`config.mk`:
```
export PLATFORM = sky130hd
export DESIGN_NAME = pc_unit_flat
export DESIGN_NICKNAME = d
export VERILOG_FILES = /design/src/rtl/pc_unit_if.sv /design/src/rtl/pc_unit.sv /design/src/flat_wrapper.sv
export SDC_FILE = /design/constraint.sdc
export NUM_CORES = 1
export LEC_CHECK = 0
export ABC_AREA = 1
export CAP_MARGIN = 0
export CORE_AREA = 2 2 153 155
export DETAILED_ROUTE_END_ITERATION = 10
export DIE_AREA = 0 0 155 157
export GPL_TIMING_DRIVEN = 0
export PLACE_DENSITY_LB_ADDON = 0.12
export SLEW_MARGIN = 0
export SYNTH_ARGS = -nofsm -noshare
export SYNTH_HDL_FRONTEND = slang
export SYNTH_SLANG_ARGS = --single-unit
```
`constraint.sdc`:
```
create_clock -name clk -period 7.7 [get_ports clk]
set_input_delay 1.54 -clock clk [delete_from_list [all_inputs] [get_ports clk]]
set_output_delay 1.54 -clock clk [all_outputs]
set_load 0.02 [all_outputs]
```
`src/rtl/pc_unit_if.sv`:
```
// Bundle between the PC unit and its consumers: control inputs in, PC/RAS status out.
// The exc_req line exists only when PC_UNIT_EXC_EN is defined.
interface pc_unit_if;
    logic        stall;
    logic [2:0]  npc_op;
    logic        br_taken;
    logic [15:0] imm16;
    logic [25:0] imm26;
    logic [31:0] addr;
`ifdef PC_UNIT_EXC_EN
    logic        exc_req;
`endif
    logic [31:0] pc;
    logic [31:0] npc;
    logic [31:0] pc4;
    logic        ras_empty;
    logic        ras_full;
    logic        ras_miss;

`ifdef PC_UNIT_EXC_EN
    modport master (output stall, npc_op, br_taken, imm16, imm26, addr, exc_req,
                    input  pc, npc, pc4, ras_empty, ras_full, ras_miss);
    modport slave  (input  stall, npc_op, br_taken, imm16, imm26, addr, exc_req,
                    output pc, npc, pc4, ras_empty, ras_full, ras_miss);
`else
    modport master (output stall, npc_op, br_taken, imm16, imm26, addr,
                    input  pc, npc, pc4, ras_empty, ras_full, ras_miss);
    modport slave  (input  stall, npc_op, br_taken, imm16, imm26, addr,
                    output pc, npc, pc4, ras_empty, ras_full, ras_miss);
`endif
endinterface

```
`src/rtl/pc_unit.sv`:
```
// Program counter with next-PC selection and a circular return-address stack.
// Optional exception vectoring is enabled by defining PC_UNIT_EXC_EN.
module pc_unit #(
    parameter logic [31:0] RESET_PC   = 32'h0000_3000,
    parameter int          RAS_DEPTH  = 4,
    parameter logic [31:0] EXC_VECTOR = 32'h0000_4180
) (
    input logic     clk,
    input logic     reset,
    pc_unit_if.slave bus
);
    localparam int PTR_W = $clog2(RAS_DEPTH);
    localparam int CNT_W = PTR_W + 1;
    localparam logic [CNT_W-1:0] CNT_MAX = CNT_W'(RAS_DEPTH);

    localparam logic [2:0] OP_SEQ  = 3'b000;
    localparam logic [2:0] OP_BR   = 3'b001;
    localparam logic [2:0] OP_J    = 3'b010;
    localparam logic [2:0] OP_JR   = 3'b011;
    localparam logic [2:0] OP_JAL  = 3'b100;
    localparam logic [2:0] OP_JALR = 3'b101;
    localparam logic [2:0] OP_RET  = 3'b110;

    logic [31:0]      pc_q, pc_d;
    logic [PTR_W-1:0] top_q, top_d;
    logic [CNT_W-1:0] cnt_q, cnt_d;
    logic [31:0]      ras_mem_q [RAS_DEPTH];
    logic             ras_wr_en;

    logic [31:0] npc, pc4, br_off, jmp_tgt, ras_top;
    logic        push, pop, flush, empty, full, miss;

    always_comb begin
        pc4     = pc_q + 32'd4;
        br_off  = {{14{bus.imm16[15]}}, bus.imm16, 2'b00};
        jmp_tgt = {pc_q[31:28], bus.imm26, 2'b00};
        empty   = (cnt_q == '0);
        full    = (cnt_q == CNT_MAX);
        ras_top = ras_mem_q[top_q];
        push    = 1'b0;
        pop     = 1'b0;
        flush   = 1'b0;
        case (bus.npc_op)
            OP_SEQ:  npc = pc4;
            OP_BR:   npc = bus.br_taken ? pc4 + br_off : pc4;
            OP_J:    npc = jmp_tgt;
            OP_JR:   npc = bus.addr;
            OP_JAL:  begin npc = jmp_tgt;  push = 1'b1; end
            OP_JALR: begin npc = bus.addr; push = 1'b1; end
            OP_RET:  begin npc = bus.addr; pop = !empty; end
            default: npc = RESET_PC;
        endcase
        // The stored entry is only compared while the stack is non-empty, so stale contents never leak.
        miss = (bus.npc_op == OP_RET) && !empty && (ras_top != bus.addr);
`ifdef PC_UNIT_EXC_EN
        if (bus.exc_req) begin
            npc   = EXC_VECTOR;
            flush = 1'b1;
        end
`endif
    end

    always_comb begin
        pc_d      = pc_q;
        top_d     = top_q;
        cnt_d     = cnt_q;
        ras_wr_en = 1'b0;
        if (flush) begin
            pc_d  = npc;
            top_d = '0;
            cnt_d = '0;
        end else if (!bus.stall) begin
            pc_d = npc;
            if (push) begin
                // A push onto a full stack overwrites the oldest entry; the count saturates.
                top_d     = top_q + PTR_W'(1);
                ras_wr_en = 1'b1;
                if (!full) cnt_d = cnt_q + CNT_W'(1);
            end else if (pop) begin
                top_d = top_q - PTR_W'(1);
                cnt_d = cnt_q - CNT_W'(1);
            end
        end
    end

    always_ff @(posedge clk or negedge reset) begin
        if (!reset) begin
            pc_q  <= RESET_PC;
            top_q <= '0;
            cnt_q <= '0;
        end else begin
            pc_q  <= pc_d;
            top_q <= top_d;
            cnt_q <= cnt_d;
        end
    end

    always_ff @(posedge clk) begin
        if (ras_wr_en) ras_mem_q[top_d] <= pc4;
    end

    assign bus.pc        = pc_q;
    assign bus.npc       = npc;
    assign bus.pc4       = pc4;
    assign bus.ras_empty = empty;
    assign bus.ras_full  = full;
    assign bus.ras_miss  = miss;

endmodule

```
`src/flat_wrapper.sv`:
```
// flat-port wrapper written by rule: the top's interface ports become plain ports
module pc_unit_flat 
#(
    parameter logic [31:0] RESET_PC   = 32'h0000_3000,
    parameter int          RAS_DEPTH  = 4,
    parameter logic [31:0] EXC_VECTOR = 32'h0000_4180
)
  (clk, reset, bus_stall, bus_npc_op, bus_br_taken, bus_imm16, bus_imm26, bus_addr, bus_pc, bus_npc, bus_pc4, bus_ras_empty, bus_ras_full, bus_ras_miss);
  pc_unit_if bus_i ();
  input logic clk;
  input logic reset;
  input wire logic [$bits(bus_i.stall)-1:0] bus_stall;
  input wire logic [$bits(bus_i.npc_op)-1:0] bus_npc_op;
  input wire logic [$bits(bus_i.br_taken)-1:0] bus_br_taken;
  input wire logic [$bits(bus_i.imm16)-1:0] bus_imm16;
  input wire logic [$bits(bus_i.imm26)-1:0] bus_imm26;
  input wire logic [$bits(bus_i.addr)-1:0] bus_addr;
  output wire logic [$bits(bus_i.pc)-1:0] bus_pc;
  output wire logic [$bits(bus_i.npc)-1:0] bus_npc;
  output wire logic [$bits(bus_i.pc4)-1:0] bus_pc4;
  output wire logic [$bits(bus_i.ras_empty)-1:0] bus_ras_empty;
  output wire logic [$bits(bus_i.ras_full)-1:0] bus_ras_full;
  output wire logic [$bits(bus_i.ras_miss)-1:0] bus_ras_miss;
  assign bus_i.stall = bus_stall;
  assign bus_i.npc_op = bus_npc_op;
  assign bus_i.br_taken = bus_br_taken;
  assign bus_i.imm16 = bus_imm16;
  assign bus_i.imm26 = bus_imm26;
  assign bus_i.addr = bus_addr;
  assign bus_pc = bus_i.pc;
  assign bus_npc = bus_i.npc;
  assign bus_pc4 = bus_i.pc4;
  assign bus_ras_empty = bus_i.ras_empty;
  assign bus_ras_full = bus_i.ras_full;
  assign bus_ras_miss = bus_i.ras_miss;
  pc_unit #(.RESET_PC(RESET_PC), .RAS_DEPTH(RAS_DEPTH), .EXC_VECTOR(EXC_VECTOR)) u_core (.clk(clk), .reset(reset), .bus(bus_i));
endmodule
```
# After elaboration in Yosys (flattened, before gate mapping)
# Memories as Yosys holds them, arrays and structs flattened.
# Index checks and enable logic that the tools add are counted.
# Widths: inputs -> output; s select.
# op_classes
bitwise	1
shifts	0
add_sub_neg	6
n_lt_le_gt_ge	0
mux	14
mul	0
n_reduce_logical	10
div	0
n_eq_ne	9
# op_table
op	n
$pmux 32 s4	1
$add 32x3->32 const B	1
$add 32x32->32	1
$mux 32	1
$ne 32x32->1	1
$eq 3x3->1 const B	4
$mux 3	3
$eq 3x2->1 const B	2
$logic_not 3->1	2
$mux 1	6
$mux 2	3
$reduce_or 2->1	2
$add 3x1->3 const B	1
$eq 3x1->1 const B	1
$reduce_and 3->1	1
$reduce_or 3->1	1
$sub 3x1->3 const B	1
$add 2x1->2 const B	1
$logic_and 1x1->1	2
$ne 2x2->1 const B	1
$reduce_bool 2->1	1
$sub 2x1->2 const B	1
$logic_not 1->1	1
$not 1->1	1
# word_totals
elab_cells	44
mem_bits_rw	128
mem_bits_ro	0
regBits	37
mem_count	1
latchBits	0
output_inout_bits	99
# mem_list
name	words	width	read_ports	rd_clocked_by_memory_dff	wr	line_no	text
u_core.ras_mem_q	4	32	1	0	1	pc_unit.sv:27	logic [31:0] ras_mem_q [RAS_DEPTH];

# Logic depth before layout (Yosys ltp)
# depth
word_depth	7
depth_mapped	27

# Worst setup path after synthesis
# OpenSTA, ideal clock, no wires.
# synth_path
path_kind	input to register
from	in bus_stall
to	mem u_core.ras_mem_q[0][0] (enable)
arrival_ps	4886
setup_slack_ps	2312
cell_stages	2
required_time_ps	7199
path_buffers	1
setup_time_ps	501
cell_sequence	clkbuf_1 nor4_1
# synth_via
elab_chain_cells	3
elab_cells_between_ends	4
# synth_rtl
item	line_no	text
from (decl)	flat_wrapper.sv:12	input wire logic [$bits(bus_i.stall)-1:0] bus_stall;
$mux 1	pc_unit.sv:72	end else if (!bus.stall) begin
$mux 1	pc_unit.sv:99	if (ras_wr_en) ras_mem_q[top_d] <= pc4;
$mux 1 (implied by the code)	pc_unit.sv:99	
to (decl)	pc_unit.sv:27	
# Several ways; a longest one is shown, not always the timed one.

# Worst setup path in the final report
# layout_path
from	reg u_core.pc_q[2], in the netlist u_core.bus.pc[2]
to	out bus_npc[14]
# layout_via
elab_chain_cells	4
# layout_rtl
item	line_no	text
from (decl)	pc_unit.sv:24	logic [31:0] pc_q, pc_d;
from (signal assigned)	pc_unit.sv:92	pc_q <= pc_d;
$add 32x3->32 *	pc_unit.sv:34	pc4 = pc_q + 32'd4;
$add 32x32->32	pc_unit.sv:45	OP_BR: npc = bus.br_taken ? pc4 + br_off : pc4;
$mux 32	pc_unit.sv:45	
$pmux 32 s4 *	pc_unit.sv:43	case (bus.npc_op)
to (decl)	flat_wrapper.sv:19	output wire logic [$bits(bus_i.npc)-1:0] bus_npc;
# Mark *: on every way between the ends. The rest lies on a longest branch, timed or not.

==> summary.txt <==
Outcome
  • Status: finished clean

Clock tree
  • Clock Latency Late Sink: 0.44 ns
  • Cts bufs inserted: 17
  • Num Clock Sinks: 165
  • CTS Root Cell: clkbuf_16
  • Post-cts resize count: 0
  • Postcts setup bufs: 0
  • CTS tree: done
  • Cts hold-fix bufs: 0
  • Clock-pin slew on the worst setup and hold paths: 0.08 ns
  • Htree depth: 4
  • Clock buffer depth: 2

Setup path
  • Crit path arrival time: 5.01 ns
  • Slack of the worst reg-to-reg path: 3.58 ns
  • Worst path cell trace: nand3_2 > nor2_2 > nand2_2 > xnor2_1 > ha_1 > nand2_1 > inv_1 > nand2_1 > nor2_1 > nand2_1 > nand3_1 > nand2_1 > inv_1 > o21ai_0 > nand2_1 > nand3_1 > clkdlybuf4s50_1
  • Crit. End Element: primary output
  • Worst-path fanout max: 8
  • Worst setup SP type: register
  • Slowest-stage cell, CP: xnor2_1
  • Kind of critical path: reg2out
  • Delay of the slowest critical-path stage: 0.90 ns
  • CP most frequent cell: nand2_1
  • Critical Path RT: 6.16 ns
  • Reg2Reg Depth: 18

Power
  • Power density over the cells: 260.1 nW/um^2
  • P_leak: 6.248 nW
  • Final Power: 0.003597 W
  • Worst vdd ir: 0.1664 mV

Routing
  • Post-Route WL: 40730 microns
  • Vias per cell: 5.561
  • DRC: 0
  • DR WL/cell: 20.79 microns
  • Via Count: 10890
  • DRT Pass-1 Iters: 6
  • 1st-iter DRT viols: 1076
  • Post-DRT Antenna Nets: 0

Synthesis
  • Synth Area in Compound Gates: 0.08242
  • Post-synth cell types: 52
  • Simple-gate share of the synthesized area: 0.3259
  • Predominant post-synthesis flop cell: edfxtp_1
  • Seq/Total Area, Yosys: 0.4330
  • Multiplexer share of the synthesized area: 0
  • Async set-reset flop share out of synthesis: 0.2242
  • Syn. warnings: 0
  • Post-Syn Area per Cell: 7.570 sq um
  • Synthesized flop and latch total: 165
  • XOR/XNOR share of the synthesized area: 0.03712
  • Adder-cell share of the synthesized area: 0.04450
  • Net Count, Synth: 1575
  • Mapped cell area: 11020 sq um
  • Cell count after synthesis: 1456
  • Largest family of logic cells by synthesized area: simple AND/OR/NAND/NOR gates
  • Number of synthesized flops with an enable pin: 128

Hold path
  • Worst hold path class: reg2reg
  • Hold Path Cell Cnt: 1

STA
  • Pins Over Slew Limit: 0
  • Final Hold Vio Count: 0
  • Slew headroom: 0.1360
  • Layout Skew: 0.01531 ns
  • Final setup viols: 0
  • Slew @ Worst Pin: 1.292 ns
  • Final WS setup: 1.147 ns
  • Tmin final: 6.553 ns
  • Peak Freq: 152.6 MHz
  • RSZ-0062 raised after global routing: false
  • Period utilisation layout: 0.8510

Global route
  • Pin count of the biggest net entering global routing: 38
  • Initial antenna violation count: 0
  • Total global routing overflow: 0
  • First-pass GRT wire length: 60500 microns
  • GR Util All Layers: 0.3371
  • Vias in the first global route: 10530

Die
  • Die Height: 157 microns
  • Cell Rows: 55
  • Core ar.: 22500 sq um
  • I/O Pins: 180
  • Starting Density: 0.4898
  • Die area: 24340 sq um
  • Die X: 155 microns

Placement
  • IO Port Bufs: 178
  • Final GP Congestion: 1.026
  • Post-Place Setup Slack: 1.367 ns
  • Detailed Place HPWL: 31760 microns

Cells and area
  • Nets: 1780
  • Fraction of layout cells with a size suffix above 1: 0.07587
  • Synth-to-layout area growth: 25.46%
  • Diodes inserted: 0
  • Core Util, Final: 0.6145

Run
  • Max Cap Violations: 0
==> state kept, by name, indices dropped and copies added, names as in the netlist <==
signal and flops:
u_core.ras_mem_q 128, u_core.top_q 2, u_core.bus.pc 32, u_core.cnt_q 3
==> cells in the mapped netlist (all sizes together), types with 3 or more instances <==
cell / count / area, sq um
nand2: 560 / 2155
inv: 173 / 649.4
nand3: 129 / 673.2
edfxtp: 128 / 3844
nor2: 100 / 454.2
o21ai: 60 / 307.8
a21oi: 41 / 205.2
xor2: 37 / 324.1
ha: 36 / 450.4
dfrtp: 35 / 875.8
a22oi: 23 / 172.7
buf: 22 / 111.4
clkbuf: 21 / 78.83
nand4: 21 / 131.4
nor3: 12 / 75.07
xnor2: 8 / 85.08
or2: 6 / 37.54
o2111ai: 5 / 43.79
and2: 4 / 25.02
o211ai: 4 / 30.03
a21boi: 3 / 22.52
a21o: 3 / 22.52
o21bai: 3 / 22.52
o22ai: 3 / 18.77
==> report_power, final <==
| part | leakage (nW) | switching [W] | internal (W) |
|---|---|---|---|
| clock | 0.285 | 0.000406 | 0.000443 |
| sequential | 1.62 | 0.0000673 | 0.00106 |
| combinational | 4.34 | 0.00108 | 0.000540 |
| total | 6.25 | 0.00155 | 0.00205 |
==> worst max-delay path, delay by kind of cell, from the launching register on <==
family | cells | cell delay, ns
DFF | 1 | 0.50
buffers and inverters | 3 | 0.76
and+or+nand+nor | 11 | 1.45
adders and majority gates | 1 | 0.49
xor gates and xnor gates | 1 | 0.90
AOI/OAI and AO/OA | 1 | 0.47
==> cells in the final DEF, fill, tap and decap left out, types with 21 or more instances in the layout <==
cell type          n
a21oi_1           41
a22oi_1           23
clkbuf_1          21
clkdlybuf4s50_1  177
dfrtp_1           35
edfxtp_1         128
ha_1              36
inv_1            158
nand2_1          543
nand3_1          125
nand4_1           21
nor2_1            86
o21ai_0           36
o21ai_1           22
xor2_1            37
==> routing by layer <==
layer	up-vias	routed length (microns)	track usage	part of all wire
met5	-	0	0	0
li1	5165	-	-	-
met3	131	4110	0.07351	0.10
met4	0	2401	0.1869	0.059
met1	5020	15670	0.4183	0.38
met2	578	18560	0.5492	0.46
==> cell families after synthesis <==
logic type                 Yosys count
DFF                                165
adders and majority gates           38
and+or+nand+nor                    838
buffers and inverters              218
AOI/OAI and AO/OA                  152
xor gates and xnor gates            45
==> path summary, 6_finish.rpt <==
kind | from | endpoint
setup / recovery | u_core.bus.pc[2] | bus_npc[14]
hold / removal | u_core.cnt_q[2] | u_core.cnt_q[2]
setup reg to reg | u_core.bus.pc[2] | u_core.bus.pc[14]
hold reg to reg | u_core.cnt_q[2] | u_core.cnt_q[2]
max in group asynchronous | reset | u_core.bus.pc[15]
min in group asynchronous | reset | u_core.cnt_q[2]
==> per-stage QoR <==
stage / setup TNS (ns) / area, sq um / hold WS (ns) / instances
finish: 0 / 13830 / 0.4975 / 1959
global route: 0 / 13830 / 0.5200 / 1959
CTS: 0 / 13830 / 0.4974 / 1959
detailed placement: 0 / 13230 / 0.4856 / 1927
global placement: -34.38 / 13160 / 0.4775 / 1919
floorplan: 0 / 11020 / 0.4565 / 1456
==> cell type report <==
type | count | area (sq um)
timing repair buffer | 186 | 1841
inverter | 175 | 659.4
buffer | 43 | 190.2
fill | 2028 | 8675
clock buffer | 18 | 439.2
tap | 285 | 356.6
multi-input combinational | 1073 | 5413
sequential | 165 | 4772
clock inverter | 14 | 157.7
Power figures use the tool's default switching activity.
